`src/rtl/l1602a_nibble_writer_if.sv`:
```
// ---------------------------------------------------------------------------
// l1602a_nibble_writer_if
// Groups the byte-request handshake and the LCD 4-bit bus of the
// 1602A nibble writer.
//   cmd_valid/cmd_ready  request handshake (accept when both high)
//   cmd_rs               0 = instruction, 1 = data
//   cmd_data[7:0]        byte to send
//   cmd_long             use the long execution wait (clear/home)
//   cmd_nib              send the high nibble only
//   done                 one-cycle pulse in the last cycle of the wait
//   lcd_ctrl[2:0]        {RS, RW, E}
//   lcd_data[3:0]        DB7..DB4
// master: request source / bus observer; slave: the nibble writer.
// ---------------------------------------------------------------------------
interface l1602a_nibble_writer_if;
    logic       cmd_valid;
    logic       cmd_ready;
    logic       cmd_rs;
    logic [7:0] cmd_data;
    logic       cmd_long;
    logic       cmd_nib;
    logic       done;
    logic [2:0] lcd_ctrl;
    logic [3:0] lcd_data;

    modport master (
        output cmd_valid, cmd_rs, cmd_data, cmd_long, cmd_nib,
        input  cmd_ready, done, lcd_ctrl, lcd_data
    );

    modport slave (
        input  cmd_valid, cmd_rs, cmd_data, cmd_long, cmd_nib,
        output cmd_ready, done, lcd_ctrl, lcd_data
    );
endinterface

```
`src/rtl/l1602a_nibble_writer.sv`:
```
// ---------------------------------------------------------------------------
// l1602a_nibble_writer
// Takes one command/data byte per handshake and drives an HD44780-style
// 4-bit bus: high nibble with its own E strobe, gap, low nibble with its
// own E strobe, then the execution wait before accepting the next byte.
// Ports:
//   clk   system clock
//   rst   synchronous, active-high reset
//   bus   slave side of l1602a_nibble_writer_if (handshake + LCD bus)
// All outputs are registered. RW is tied low (busy flag never read).
// ---------------------------------------------------------------------------
module l1602a_nibble_writer #(
    parameter int unsigned T_AS   = 1,
    parameter int unsigned T_EPW  = 6,
    parameter int unsigned T_GAP  = 20,
    parameter int unsigned T_EXEC = 1008,
    parameter int unsigned T_LONG = 39360
) (
    input  logic                    clk,
    input  logic                    rst,
    l1602a_nibble_writer_if.slave   bus
);

    localparam logic [19:0] C_AS   = 20'(T_AS);
    localparam logic [19:0] C_EPW  = 20'(T_EPW);
    localparam logic [19:0] C_GAP  = 20'(T_GAP);
    localparam logic [19:0] C_EXEC = 20'(T_EXEC);
    localparam logic [19:0] C_LONG = 20'(T_LONG);

    typedef enum logic [2:0] {
        S_IDLE,
        S_SET_H,
        S_EH_H,
        S_GAP,
        S_SET_L,
        S_EH_L,
        S_WAIT
    } state_t;

    state_t      state_q, state_d;
    logic [19:0] cnt_q,   cnt_d;
    logic [3:0]  lo_q,    lo_d;     // low nibble kept for the second strobe
    logic        long_q,  long_d;
    logic        nib_q,   nib_d;

    logic        ready_q, ready_d;
    logic        done_q,  done_d;
    logic        e_q,     e_d;
    logic        rs_q,    rs_d;
    logic [3:0]  data_q,  data_d;

    logic        last;
    logic [19:0] wait_len;

    assign last     = (cnt_q == 20'd1);
    assign wait_len = long_q ? C_LONG : C_EXEC;

    // Next state / counter. Every state lasts exactly its reload value:
    // the counter is loaded on entry and the state exits when it reads 1.
    always_comb begin
        state_d = state_q;
        cnt_d   = cnt_q;
        lo_d    = lo_q;
        long_d  = long_q;
        nib_d   = nib_q;
        rs_d    = rs_q;
        data_d  = data_q;

        if (state_q != S_IDLE && !last) begin
            cnt_d = cnt_q - 20'd1;
        end

        case (state_q)
            S_IDLE: begin
                if (bus.cmd_valid) begin
                    state_d = S_SET_H;
                    cnt_d   = C_AS;
                    lo_d    = bus.cmd_data[3:0];
                    long_d  = bus.cmd_long;
                    nib_d   = bus.cmd_nib;
                    rs_d    = bus.cmd_rs;
                    data_d  = bus.cmd_data[7:4];
                end
            end
            S_SET_H: begin
                if (last) begin
                    state_d = S_EH_H;
                    cnt_d   = C_EPW;
                end
            end
            S_EH_H: begin
                if (last) begin
                    if (nib_q) begin
                        state_d = S_WAIT;
                        cnt_d   = wait_len;
                    end else begin
                        state_d = S_GAP;
                        cnt_d   = C_GAP;
                    end
                end
            end
            S_GAP: begin
                if (last) begin
                    state_d = S_SET_L;
                    cnt_d   = C_AS;
                    data_d  = lo_q;
                end
            end
            S_SET_L: begin
                if (last) begin
                    state_d = S_EH_L;
                    cnt_d   = C_EPW;
                end
            end
            S_EH_L: begin
                if (last) begin
                    state_d = S_WAIT;
                    cnt_d   = wait_len;
                end
            end
            S_WAIT: begin
                if (last) begin
                    state_d = S_IDLE;
                    cnt_d   = '0;
                end
            end
            default: begin
                state_d = S_IDLE;
                cnt_d   = '0;
            end
        endcase
    end

    // Registered outputs are decoded from the next state so they change
    // in the same cycle the state does.
    always_comb begin
        ready_d = (state_d == S_IDLE);
        e_d     = (state_d == S_EH_H) || (state_d == S_EH_L);
        done_d  = (state_d == S_WAIT) && (cnt_d == 20'd1);
    end

    always_ff @(posedge clk) begin
        if (rst) begin
            state_q <= S_IDLE;
            cnt_q   <= '0;
            lo_q    <= '0;
            long_q  <= 1'b0;
            nib_q   <= 1'b0;
            ready_q <= 1'b1;
            done_q  <= 1'b0;
            e_q     <= 1'b0;
            rs_q    <= 1'b0;
            data_q  <= '0;
        end else begin
            state_q <= state_d;
            cnt_q   <= cnt_d;
            lo_q    <= lo_d;
            long_q  <= long_d;
            nib_q   <= nib_d;
            ready_q <= ready_d;
            done_q  <= done_d;
            e_q     <= e_d;
            rs_q    <= rs_d;
            data_q  <= data_d;
        end
    end

    assign bus.cmd_ready = ready_q;
    assign bus.done      = done_q;
    assign bus.lcd_ctrl  = {rs_q, 1'b0, e_q};
    assign bus.lcd_data  = data_q;

endmodule
```
`src/flat_wrapper.sv`:
```
// flat-port wrapper written by rule: the top's interface ports become plain ports
module l1602a_nibble_writer_flat 
#(
    parameter int unsigned T_AS   = 1,
    parameter int unsigned T_EPW  = 6,
    parameter int unsigned T_GAP  = 20,
    parameter int unsigned T_EXEC = 1008,
    parameter int unsigned T_LONG = 39360
)
  (clk, rst, bus_cmd_valid, bus_cmd_rs, bus_cmd_data, bus_cmd_long, bus_cmd_nib, bus_cmd_ready, bus_done, bus_lcd_ctrl, bus_lcd_data);
  l1602a_nibble_writer_if bus_i ();
  input  logic clk;
  input  logic rst;
  input wire logic [$bits(bus_i.cmd_valid)-1:0] bus_cmd_valid;
  input wire logic [$bits(bus_i.cmd_rs)-1:0] bus_cmd_rs;
  input wire logic [$bits(bus_i.cmd_data)-1:0] bus_cmd_data;
  input wire logic [$bits(bus_i.cmd_long)-1:0] bus_cmd_long;
  input wire logic [$bits(bus_i.cmd_nib)-1:0] bus_cmd_nib;
  output wire logic [$bits(bus_i.cmd_ready)-1:0] bus_cmd_ready;
  output wire logic [$bits(bus_i.done)-1:0] bus_done;
  output wire logic [$bits(bus_i.lcd_ctrl)-1:0] bus_lcd_ctrl;
  output wire logic [$bits(bus_i.lcd_data)-1:0] bus_lcd_data;
  assign bus_i.cmd_valid = bus_cmd_valid;
  assign bus_i.cmd_rs = bus_cmd_rs;
  assign bus_i.cmd_data = bus_cmd_data;
  assign bus_i.cmd_long = bus_cmd_long;
  assign bus_i.cmd_nib = bus_cmd_nib;
  assign bus_cmd_ready = bus_i.cmd_ready;
  assign bus_done = bus_i.done;
  assign bus_lcd_ctrl = bus_i.lcd_ctrl;
  assign bus_lcd_data = bus_i.lcd_data;
  l1602a_nibble_writer #(.T_AS(T_AS), .T_EPW(T_EPW), .T_GAP(T_GAP), .T_EXEC(T_EXEC), .T_LONG(T_LONG)) u_core (.clk(clk), .rst(rst), .bus(bus_i));
endmodule
```
`config.mk`:
```
export PLATFORM = sky130hd
export DESIGN_NAME = l1602a_nibble_writer_flat
export DESIGN_NICKNAME = d
export VERILOG_FILES = /design/src/rtl/l1602a_nibble_writer_if.sv /design/src/rtl/l1602a_nibble_writer.sv /design/src/flat_wrapper.sv
export SDC_FILE = /design/constraint.sdc
export NUM_CORES = 1
export LEC_CHECK = 0
export ABC_CLOCK_PERIOD_IN_PS = 3700
export CORE_ASPECT_RATIO = 0.5
export CORE_MARGIN = 4
export CORE_UTILIZATION = 55
export CTS_CLUSTER_DIAMETER = 50
export DETAILED_ROUTE_END_ITERATION = 7
export MAX_ROUTING_LAYER = met4
export PLACE_DENSITY_LB_ADDON = 0.1
export SYNTH_ARGS = -nofsm -noshare
export SYNTH_HDL_FRONTEND = slang
export SYNTH_SLANG_ARGS = --single-unit
```
`constraint.sdc`:
```
create_clock -name clk -period 3.7 [get_ports clk]
set_clock_uncertainty 0.2 [all_clocks]
set_input_delay 0.555 -clock clk [delete_from_list [all_inputs] [get_ports clk]]
set_output_delay 0.555 -clock clk [all_outputs]
set_load 0.02 [all_outputs]
```
==> results of run 1 <==
[metal layers]
| layer | part of all wire | global-route usage | vias up |
|---|---|---|---|
| met3 | 0.089 | 0.0582 | 6 |
| met4 | 0.0054 | 0.0499 | 0 |
| met5 | 0 | - | - |
| met1 | 0.50 | 0.368 | 1081 |
| li1 | - | - | 1115 |
| met2 | 0.41 | 0.351 | 108 |
[worst max-delay path: stages, from the launching register on]
cell and delay [ps]:
dfxtp_1 360, inv_1 70, ha_1 190, or3b_2 510
or4_1 590, nor3_1 200, mux2_1 370, o21ai_1 170
o2111ai_1 150, nor4_2 170
[stage by stage]
stage | area [µm²] | util | hold slack [ps] | std cells | setup WS (ps)
6_report | 2630 | 0.660 | 262 | 367 | 628
5_1_grt | 2630 | 0.660 | 285 | 367 | 515
4_1_cts | 2630 | 0.660 | 261 | 367 | 651
3_5_place_dp | 2540 | 0.638 | 249 | 360 | 549
3_3_place_gp | 2540 | 0.638 | 242 | 360 | 655
2_1_floorplan | 2310 | - | 237 | 298 | 984
[synthesized netlist by cell type (all sizes together) (4+ instances only)]
library cell | instances | area (µm²)
nor3 | 18 | 100
nor2 | 31 | 131
a211oi | 6 | 45.0
a31oi | 6 | 37.5
inv | 7 | 26.3
a21oi | 23 | 115
or3 | 6 | 37.5
clkbuf | 12 | 45.0
nor4 | 5 | 67.6
xor2 | 5 | 43.8
a311oi | 4 | 35.0
buf | 10 | 72.6
dfxtp | 37 | 741
nand2 | 37 | 139
o2111ai | 4 | 41.3
and3 | 5 | 36.3
xnor2 | 5 | 43.8
o211ai | 4 | 30.0
nand3 | 13 | 70.1
o21ai | 16 | 80.1
nor2b | 5 | 31.3
or4 | 4 | 30.0
[power by group]
| group | switching [µW] | total, µW | internal (µW) |
|---|---|---|---|
| logic | 1080 | 1740 | 656 |
| registers | 141 | 655 | 514 |
| clock network | 147 | 295 | 147 |
[cell usage in the layout (no fill, tap or decap), drive strengths merged, types with 2 or more instances in the layout]
| master | n |
|---|---|
| clkdlybuf4s50 | 21 |
| nand3 | 13 |
| o2111ai | 4 |
| a21boi | 2 |
| a221o | 2 |
| o22ai | 2 |
| a21oi | 23 |
| a311oi | 4 |
| and3 | 5 |
| nand2 | 37 |
| or2 | 2 |
| nand3b | 2 |
| or3 | 6 |
| clkbuf | 6 |
| buf | 9 |
| nor4 | 5 |
| dfxtp | 37 |
| a31oi | 6 |
| ha | 2 |
| nor2b | 5 |
| o21ai | 16 |
| inv | 7 |
| xor2 | 5 |
| a211oi | 6 |
| xnor2 | 5 |
| a221oi | 2 |
| or4 | 4 |
| nor3 | 18 |
| o211ai | 4 |
| nor2 | 31 |
| mux2 | 2 |
[worst max-delay path by stage]
| stage | end | depth (start not counted) | from | slack [ps] |
|---|---|---|---|---|
| 2_1_floorplan | u_core.bus.done$_SDFF_PP0_ | 9 | u_core.cnt_q[0]$_SDFF_PP0_ | 980 |
| 4_1_cts | u_core.bus.done$_SDFF_PP0_ | 9 | u_core.cnt_q[0]$_SDFF_PP0_ | 650 |
| 5_1_grt | u_core.bus.done$_SDFF_PP0_ | 9 | u_core.cnt_q[0]$_SDFF_PP0_ | 510 |
| 3_3_place_gp | u_core.bus.done$_SDFF_PP0_ | 8 | bus_cmd_valid | 650 |
| 3_5_place_dp | u_core.bus.done$_SDFF_PP0_ | 8 | bus_cmd_valid | 550 |
| 6_report | u_core.bus.done$_SDFF_PP0_ | 9 | u_core.cnt_q[0]$_SDFF_PP0_ | 630 |
[sequential cells by signal (all words and copies together), names as in the netlist]
signal / count
u_core.long_q: 1
u_core.state_q: 3
u_core.bus.lcd_data: 4
u_core.bus.done: 1
u_core.cnt_q: 20
u_core.bus.cmd_ready: 1
u_core.rs_q: 1
u_core.lo_q: 4
u_core.nib_q: 1
u_core.e_q: 1
[cells by family after synthesis]
logic type	Yosys count
flip-flops	37
AND/OR/NAND/NOR	136
buffers and inverters	29
other	1
adder cells (fa/ha/maj)	2
XOR/XNOR	10
AO/OA/AOI/OAI	81
multiplexers	2
[layout make-up]
class | instances | area (µm²)
clock inverter | 1 | 7.51
multi-input combinational | 232 | 1430
fill | 355 | 1350
clock buffer | 6 | 82.6
sequential | 37 | 741
timing repair buffer | 30 | 278
inverter | 7 | 26.3
tap | 54 | 67.6
==> results, run 1 <==
- The die is ~100 µm wide.
- The number of DRC markers after the initial detailed-route iteration is 262.
- The clock transition time at the flip-flop clock pins of the worst setup and hold paths is 80 ps.
- The die area is 5370 µm².
- The portion of the clock cycle consumed by the worst path in the final layout is 0.830.
- The total negative setup slack is 0 ps.
- Setup repair after global routing left no endpoint under its margin.
- The net count after synthesis is 314.
- The shortest clock period the worst path allows after layout is just over 3000 ps.
- The mux cell area share after synthesis is 0.00974.
- In this run the power density over the cells is approximately 1000 nW/µm².
- The via density per instance is 6.29.
- The number of synthesized flops with an enable pin is 0.
- In this run the number of H-tree levels came out at 2.
- Hold repair after CTS inserted 0 buffers.
- For this run, design rule violations remaining after detail routing come to 0.
- Entering global routing, the biggest net connects 30 pins.
- For flop-to-flop paths, the worst setup slack is 630 ps.
- The number of buffers created by CTS is 5.
- The largest fanout of any net on the critical path is 6.
- The sum of overflow across all layers after global routing is 0.
- The average detailed-routed wire length per instance is 17.1 µm.
- The worst hold path terminates at u_core.lo_q[2]$_SDFFE_PP0P_.
- The max-slew violation count is 0.
- The chip height is 53.9 µm.
- The number of nets in the layout is 329.
- Pin placement for this block handled 23 I/O pins.
- In this run the tightest slew margin relative to its limit is 0.490.
- Data on the critical path arrives at its endpoint at 3080 ps.
- The overall power is 2690 µW.
- The run finished with clean final reports.
- The count of cells along the worst hold path is 2.
- TritonCTS built the clock tree.
- The fraction of synthesized cell area in xor and xnor cells is 0.0379.
- For the pin with the worst max-slew slack, the measured transition is 762 ps.
- The share of the Yosys chip area taken by registers is 0.320.
- The final wirelength is 6290 µm.
- The most used flip-flop cell after synthesis is dfxtp_1.
- The last weighted congestion value of the routability-driven placer is 0.961.
- Counting flops and latches in the post-synthesis netlist gives 37.
- The final count of hold timing violations is 0.
- The complex-gate fraction of the synthesized area was 0.231.
- The count of buffers added on input and output ports is 21.
- During synthesis, Yosys emitted a total of 0 warnings.
- The antenna diode instance count is 0.
- STA puts the critical path data required time at 3700 ps.
- The gate count after technology mapping is 298.
- Setup violations remaining at the end of the flow were counted as 0.
- The number of different library cells used by synthesis comes to 60.
- The critical path is of the flop to flop type.
- The routed layout has 2310 vias.
- The async set or reset register ratio after synthesis is 0.
- Of the total synthesized cell area, the portion taken by AND, OR, NAND and NOR gates is 0.326.
- The number of antenna violations at the first check in global routing is 0.
- The via count of the first global-routing pass is between 1500 and 2000.
- The longest clock path from root to sink contains 2 buffers.
- The reg-to-reg startpoint is u_core.cnt_q[0]$_SDFF_PP0_.
- Max-cap violations in this run came to 0.
- After synthesis, the largest family of logic cells by area is simple AND/OR/NAND/NOR gates.
- The post-cts resize count is 0.
- The post-CTS setup repair buffer count is 0.
- Counting every sink on the clock net gives 37.
- The first TritonRoute pass finished after 5 iterations.
- The area added between synthesis and finish is 13.7%.
- For the worst-skew pair, the clock arrives at the later sink with an insertion delay of 290 ps.
- The effective utilization at floorplan is 0.580.
- The placement row count is 16.
- The area of the placeable core is 3980 µm².
- Across every metal layer, demand over resource in global routing totals 0.252.
- The startpoint identified for the worst hold timing path is u_core.lo_q[2]$_SDFFE_PP0P_.
- The type of element capturing the critical path is a flop.
- The cell sitting at the root of the clock tree is a clkbuf_8.
- The first global-routing pass estimated 10200 µm of wire.
- The remaining antenna violation count is 0.
- The fmax is 326 MHz.
- After synthesis the cells add up to roughly 2300 µm².
- Of the total synthesized cell area, the portion taken by full adders, half adders and majority gates is 0.0108.
- The worst reg2reg path endpoint is u_core.bus.done$_SDFF_PP0_.
- The critical path startpoint category is a flop.
- The path class of the lowest-slack min-delay path is flop to flop.
- Counting cells, the worst reg-to-reg path comes to 9.
- Of the cells placed in the final design, the portion with a size suffix greater than 1 is 0.0990.
- VDD sags by at most 647 µV.
- The leakage dissipation is 0.000952 µW.
- The sum of net half-perimeters after detailed placement is 4580 µm.
- The post-synthesis area per instance is ~7.8 µm².
No activity file was read; power rests on OpenSTA's default activity.
==> run 2, diff against run 1 <==
Settings changed: ABC_CLOCK_PERIOD_IN_PS 3700 to 2500, CORE_UTILIZATION 55 to 51.
Clock period 3.7 ns to 2.5 ns, I/O delays scaled along.
==> results, run 2 (same netlist as run 1, synthesis figures left out) <==
- Run status: finished with violations (was finished clean).
- The checks that failed: setup timing.
- The gate family responsible for the most delay along the worst path was simple AND/OR/NAND/NOR gates (unchanged).
- The largest fanout of any net on the critical path is 5 (was 6).
- The internal power summed over all cells is 2910 µW (was 1320 µW).
- The portion of the clock cycle consumed by the worst path in the final layout is 1.07 (was 0.830).
- The clock sink total was 37 (unchanged).
- The startpoint-to-endpoint class of the critical path is flop to flop (unchanged).
- The placement row count is 16 (unchanged).
- The final-report setup violation count is 2 (was 0).
- The area added between synthesis and finish is 38.9% (was 13.7%).
- The fmax was 375 MHz (was 326 MHz).
- The switching power share of the total came to 0.454 (was 0.510).
- The post-route cell area was 3210 µm² (was 2630 µm²).
- The final count of hold timing violations is 0 (unchanged).
- The shortest clock period the worst path allows after layout came to 2670 ps (was 3070 ps).
- The TritonCTS clock tree is built (unchanged).
- The total instance count after detailed placement is 418 (was 360).
- Commonest non-fill, non-tap cells in the layout: buf_4, nand2_1, dfxtp_1 (was nand2_1, dfxtp_1, nor2_1).
- The clock transition time at the flip-flop clock pins of the worst setup and hold paths came to 90 ps (was 80 ps).
- The via density per instance is 6.05 (was 6.29).
- The number of maximum-capacitance violations is 0 (unchanged).
- The arrival time reported for the critical path endpoint is 2690 ps (was 3080 ps).
- The placement-stage cell area is 3000 µm² (was 2540 µm²).
- The share of final-layout standard cells stronger than drive strength 1 was 0.299 (was 0.0990).
- The remaining antenna violation count is 0 (unchanged).
- The type of element capturing the critical path is a flop (unchanged).
- The total negative setup slack came to -271 ps (was 0 ps).
- The flip-flop count of the largest register, all copies and words added is 20 (unchanged).
- The clock tree buffer depth came to 2 (unchanged).
- The switching power total came to 2420 µW (was 1370 µW).
- The tightest hold margin is 270 ps (was 262 ps).
- The cell chosen for the clock root is clkbuf_8 (unchanged).
- The overall power is 5330 µW (was 2690 µW).
- The transition time at the pin with the least slew margin is 710 ps (was 762 ps).
- The total of buffers placed on input and output ports came to 21 (unchanged).
- The worst-case setup margin in the final layout is -165 ps (was 628 ps).
- The count of boundary I/O pins is 23 (unchanged).
- The leakage dissipation was 0.00127 µW (was 0.000952 µW).
- The largest voltage drop on the vdd net is 1100 µV (was 647 µV).
- The effective utilization at floorplan is 0.561 (was 0.580).
- The die width was 103 µm (was 99.7 µm).
- The via count of the first global-routing pass came to 2486 (was 1973).
- The sum of overflow across all layers after global routing is 0 (unchanged).
- The number of DRC markers after the initial detailed-route iteration is 164 (was 262).
- Crit path cell chain: nor3_1, buf_4, o21ai_0, or4_1, a21oi_1, o2111ai_2, nor4_2 (was inv_1, ha_1, or3b_2, or4_1, nor3_1, mux2_1, o21ai_1, o2111ai_1, nor4_2).
- The critical path startpoint category is a flop (unchanged).
- The sum of net half-perimeters after detailed placement is 5600 µm (was 4580 µm).
- The last weighted congestion value of the routability-driven placer came to 1.03 (was 0.961).
- The average detailed-routed wire length per instance is 17.2 µm (was 17.1 µm).
- The chip height is 55.6 µm (was 53.9 µm).
- The clock insertion delay at the later pin of the skew report is 310 ps (was 290 ps).
- The fraction of power consumed by the clock network is 0.105 (was 0.110).
- The number of nets in the layout is 389 (was 329).
- The number of cells in the finished layout apart from fillers came to 428 (was 367).
- The via count of the routed design was 2590 (was 2310).
- The combinational group share of total power was 0.717 (was 0.647).
- The delay contributed by the slowest stage of the critical path is 610 ps (was 590 ps).
- The global-route wire length before repair is 12200 µm (was 10200 µm).
- The area of the placeable core came to 4120 µm² (was 3980 µm²).
- The number of antenna violations at the first check in global routing is 0 (unchanged).
- The buffers plus inverters on the worst setup path was 1 (unchanged).
- The largest net degree at the start of global routing was 21 (was 30).
- The endpoint required time on the critical path came to 2520 ps (was 3700 ps).
- The antenna diode instance count was 0 (unchanged).
- Unrepaired setup endpoints after global routing: true (was false).
- The final wirelength came to 7340 µm (was 6290 µm).
- The proportion of power drawn by flip-flops and latches is 0.178 (was 0.244).
- The total power divided by cell area is 1660 nW/µm² (was 1020 nW/µm²).
- The max-slew violation count is 0 (unchanged).
- The number of search-and-repair iterations in the first detailed-routing pass is 6 (was 5).
- The path class of the lowest-slack min-delay path is flop to flop (unchanged).
- The die area is 5740 µm² (was 5370 µm²).
- The slowest cell on the critical path is nor3_1 (was or4_1).
- The number of buffers created by CTS came to 5 (unchanged).
- The register ranked first by flip-flop count is u_core.cnt_q (unchanged).
- The most frequent standard cell in the layout excluding fill and tap cells is buf_4.
- The worst slew margin relative to its limit is 0.523 (was 0.490).
- The overall fraction of global-route tracks in use was 0.275 (was 0.252).
- The post-detailed-route DRC marker count came to 0 (unchanged).
- The H-tree depth is 2 (unchanged).
[run 2: changes by cell type in the layout (fill, tap and decap cells not counted), moves of 3 or more]
cell and change:
buf_4 +59, dfxtp_1 -4, dfxtp_2 +3, or4_1 -3, or4_4 +3
[run 2: stage by stage]
stage / util / worst slack (ps)
floorplan: - / -48.1
global placement: 0.728 / -253
detailed placement: 0.728 / -345
CTS: 0.763 / -167
global route: 0.779 / -247
finish: 0.779 / -165
[run 2: layer usage]
layer  wire length, µm  GRT usage  part of all wire  vias up
met1              3340      0.387              0.46     1219
met2              3140      0.387              0.43      124
li1                  -          -                 -     1236
met3               807     0.0876              0.11       11
met5                 0          -                 0        -
met4                53     0.0498            0.0072        0
[run 2: path summary, 6_finish.rpt]
| path | from | endpoint | slack, ps | cells after the start |
|---|---|---|---|---|
| max | u_core.state_q[2]$_SDFF_PP0_ | u_core.bus.done$_SDFF_PP0_ | -170 | 7 |
| min | u_core.lo_q[3]$_SDFFE_PP0P_ | u_core.lo_q[3]$_SDFFE_PP0P_ | 270 | 2 |
| max reg2reg | u_core.state_q[2]$_SDFF_PP0_ | u_core.bus.done$_SDFF_PP0_ | -170 | 7 |
| min reg2reg | u_core.lo_q[3]$_SDFFE_PP0P_ | u_core.lo_q[3]$_SDFFE_PP0P_ | 270 | 2 |
[run 2: area by class of cell]
cell class / count / area (µm²)
multi-input cells: 232 / 1520
fillers: 305 / 912
flip-flops and latches: 37 / 748
repair buffers: 90 / 732
clock buffers: 5 / 68.8
well taps: 54 / 67.6
clock inverters: 3 / 46.3
inverters: 7 / 26.3
[run 2: repair_timing]
| item | CTS | global route |
|---|---|---|
| gates resized for setup | 7 | 13 |
| setup endpoints to repair | 6 | 12 |
| hold buffers | 0 | 0 |
| pin swaps | 1 | 5 |
| setup buffers | 0 | 2 |
[run 2: power by group through the flow]
stage	logic (µW)	clock network (µW)	registers (µW)
after floorplan	1990	0	958
after global placement	3400	0	928
after detailed placement	3460	0	940
after CTS	3550	560	932
after global routing	4120	592	968
final	3820	561	947
[run 2: worst min-delay path, delay by kind of cell (launching register included)]
| kind | cells | cell delay, ps |
|---|---|---|
| AO/OA/AOI/OAI | 1 | 50 |
| flip-flops | 1 | 320 |
| AND/OR/NAND/NOR | 1 | 50 |
==> run 3, diff against run 2 <==
--- a/config.mk
+++ b/config.mk
@@ -9,3 +9,3 @@
 export CORE_ASPECT_RATIO = 0.5
-export CORE_MARGIN = 4
+export CORE_MARGIN = 1
 export CORE_UTILIZATION = 51
==> constraint.sdc (replaced) <==
create_clock -name clk -period 2.5 [get_ports clk]
set_clock_uncertainty 0.2 [all_clocks]
set_input_delay 0.5 -clock clk [delete_from_list [all_inputs] [get_ports clk]]
set_output_delay 0.5 -clock clk [all_outputs]
set_load 0.02 [all_outputs]
==> results, run 3 (same netlist as run 1, synthesis figures left out) <==
- The placement row count is 16 (unchanged).
- The count of cells along the worst register-to-register path is 9 (was 7).
- The reg-to-reg startpoint is u_core.cnt_q[1]$_SDFF_PP0_ (was u_core.state_q[2]$_SDFF_PP0_).
- The last weighted congestion value of the routability-driven placer is 1.03 (about the same).
- The startpoint-to-endpoint class of the critical path is flop to flop (unchanged).
- The clock tree buffer depth is 2 (unchanged).
- The placement-stage cell area is 3010 µm² (was 3000 µm²).
- The type of element capturing the critical path is a flop (unchanged).
- The remaining antenna violation count was 0 (unchanged).
- The critical path endpoint is u_core.bus.done$_SDFF_PP0_ (unchanged).
- The shortest clock period the worst path allows after layout was 2670 ps (about the same).
- The chip height came to 49.6 µm (was 55.6 µm).
- The delay contributed by the slowest stage of the critical path came to 460 ps (was 610 ps).
- Failing checks: setup timing (unchanged).
- The number of antenna violations at the first check in global routing came to 0 (unchanged).
- The die width is 97.2 µm (was 103 µm).
- The most frequent standard cell in the layout excluding fill and tap cells was buf_4 (unchanged).
- The clock transition time at the flip-flop clock pins of the worst setup and hold paths came to 80 ps (was 90 ps).
- The tightest hold margin came to 267 ps (was 270 ps).
- The cell chosen for the clock root is clkbuf_8 (unchanged).
- The global-route wire length before repair came to 11700 µm (was 12200 µm).
- The count of hold-fix buffers inserted at cts was 0 (unchanged).
- The final wirelength is 7210 µm (was 7340 µm).
- Run status: finished with violations (unchanged).
- The launch point of the worst hold path is u_core.rs_q$_SDFFE_PP0P_ (was u_core.lo_q[3]$_SDFFE_PP0P_).
- The endpoint required time on the critical path is 2520 ps (about the same).
- The area added between synthesis and finish was 39.7% (was 38.9%).
- The largest net degree at the start of global routing was 32 (was 21).
- Commonest non-fill, non-tap cells in the layout: buf_4, nand2_1, dfxtp_1 (unchanged).
- The via count of the first global-routing pass is 2445 (was 2486).
- The number of buffers created by CTS was 5 (unchanged).
- The critical path startpoint category is a flop (unchanged).
- The number of DRC markers after the initial detailed-route iteration is 205 (was 164).
- The TritonCTS clock tree is built (unchanged).
- The worst slew margin relative to its limit is 0.583 (was 0.523).
- The largest fanout of any net on the critical path is 3 (was 5).
- The number of maximum-capacitance violations was 0 (unchanged).
- The max-slew violation count is 0 (unchanged).
- The largest voltage drop on the vdd net came to 1090 µV (was 1100 µV).
- The sum of overflow across all layers after global routing was 0 (unchanged).
- The portion of the clock cycle consumed by the worst path in the final layout is 1.07 (about the same).
- The path class of the lowest-slack min-delay path is flop to flop (unchanged).
- The leakage dissipation is 0.00127 µW (about the same).
- The clock insertion delay at the later pin of the skew report is 300 ps (was 310 ps).
- The effective utilization at floorplan is 0.561 (unchanged).
- The launching instance or port of the critical path was u_core.cnt_q[1]$_SDFF_PP0_ (was u_core.state_q[2]$_SDFF_PP0_).
- The transition time at the pin with the least slew margin is 620 ps (was 710 ps).
- The post-route cell area came to 3230 µm² (was 3210 µm²).
- The share of final-layout standard cells stronger than drive strength 1 was 0.313 (was 0.299).
- The count of boundary I/O pins is 23 (unchanged).
- The clock sink total was 37 (unchanged).
- The flip-flop count of the largest register, all copies and words added came to 20 (unchanged).
- The fmax is 375 MHz (about the same).
- The worst reg2reg path endpoint is u_core.bus.done$_SDFF_PP0_ (unchanged).
- The average detailed-routed wire length per instance is 16.8 µm (was 17.2 µm).
- The post-detailed-route DRC marker count is 0 (unchanged).
- The overall fraction of global-route tracks in use came to 0.320 (was 0.275).
- The area of the placeable core is 4120 µm² (unchanged).
- The worst-case setup margin in the final layout is -168 ps (was -165 ps).
- The H-tree depth was 2 (unchanged).
- Unrepaired setup endpoints after global routing: true (unchanged).
- The sum of net half-perimeters after detailed placement is 5450 µm (was 5600 µm).
- Crit path cell chain: inv_2, ha_4, or3b_4, or4_4, nor3_4, mux2_4, o21ai_2, o2111ai_2, nor4_2 (was nor3_1, buf_4, o21ai_0, or4_1, a21oi_1, o2111ai_2, nor4_2).
- The final-report setup violation count came to 2 (unchanged).
- The overall power was 5390 µW (was 5330 µW).
- The total negative setup slack was -216 ps (was -271 ps).
- The arrival time reported for the critical path endpoint is 2690 ps (about the same).
- The number of search-and-repair iterations in the first detailed-routing pass was 5 (was 6).
- The total of buffers placed on input and output ports is 21 (unchanged).
- The final count of hold timing violations came to 0 (unchanged).
- The number of nets in the layout is 389 (unchanged).
- The via density per instance is 6.13 (was 6.05).
- The slack of the worst reg-to-reg path is -170 ps (about the same).
- The register ranked first by flip-flop count is u_core.cnt_q (unchanged).
- The slowest cell on the critical path is or4_4 (was nor3_1).
- The total power divided by cell area is 1670 nW/µm² (was 1660 nW/µm²).
- The via count of the routed design is 2622 (was 2590).
- The antenna diode instance count was 0 (unchanged).
- The die area is 4820 µm² (was 5740 µm²).
==> run 3: cell counts in the layout (fill, tap and decap cells not counted) <==
No cell type changed its count.
==> run 3: worst min-delay path by stage <==
stage | end | slack (ps) | depth (start not counted)
after global routing | u_core.rs_q$_SDFFE_PP0P_ | 300 | 2
after global placement | u_core.rs_q$_SDFFE_PP0P_ | 240 | 2
after CTS | u_core.lo_q[3]$_SDFFE_PP0P_ | 270 | 2
after floorplan | u_core.lo_q[0]$_SDFFE_PP0P_ | 240 | 2
after detailed placement | u_core.lo_q[3]$_SDFFE_PP0P_ | 250 | 2
final | u_core.rs_q$_SDFFE_PP0P_ | 270 | 2
==> run 3: power breakdown <==
group	internal, µW	switching [µW]
combinational	1900	1990
sequential	768	194
clock	299	240
==> run 3: critical path: cells and delay by family, from the launching register on <==
family / cells / cell delay, ps
and+or+nand+nor: 4 / 1210
muxes: 1 / 340
DFF: 1 / 330
AOI/OAI and AO/OA: 2 / 310
adders and majority gates: 1 / 130
buffers and inverters: 1 / 70
==> run 3: final cells by class <==
type,instances,area (µm²)
clock inverter,3,46.3
clock buffer,5,68.8
inverter,7,26.3
sequential,37,748
multi-input combinational,232,1540
timing repair buffer,90,732
tap,54,67.6
fill,299,895
==> run 3: metal layers <==
layer / vias up / share of wire / routed length (µm) / track usage
li1: 1237 / - / - / -
met5: - / 0 / 0 / -
met2: 125 / 0.43 / 3090 / 0.462
met3: 11 / 0.097 / 700 / 0.0752
met4: 0 / 0.011 / 80 / 0.0858
met1: 1249 / 0.46 / 3340 / 0.449
==> run 3: through the flow <==
step / setup WS (ps) / utilization / std cells
2_1_floorplan: -48.1 / - / 298
3_3_place_gp: -377 / 0.729 / 419
3_5_place_dp: -419 / 0.729 / 419
4_1_cts: -157 / 0.767 / 428
5_1_grt: -248 / 0.783 / 428
6_report: -168 / 0.783 / 428
==> run 3: timing repair <==
item	in CTS	in global routing
pin swaps	1	2
endpoints found under the setup margin	2	13
gates resized for setup	8	17
cloned	0	0
setup buffers	1	0
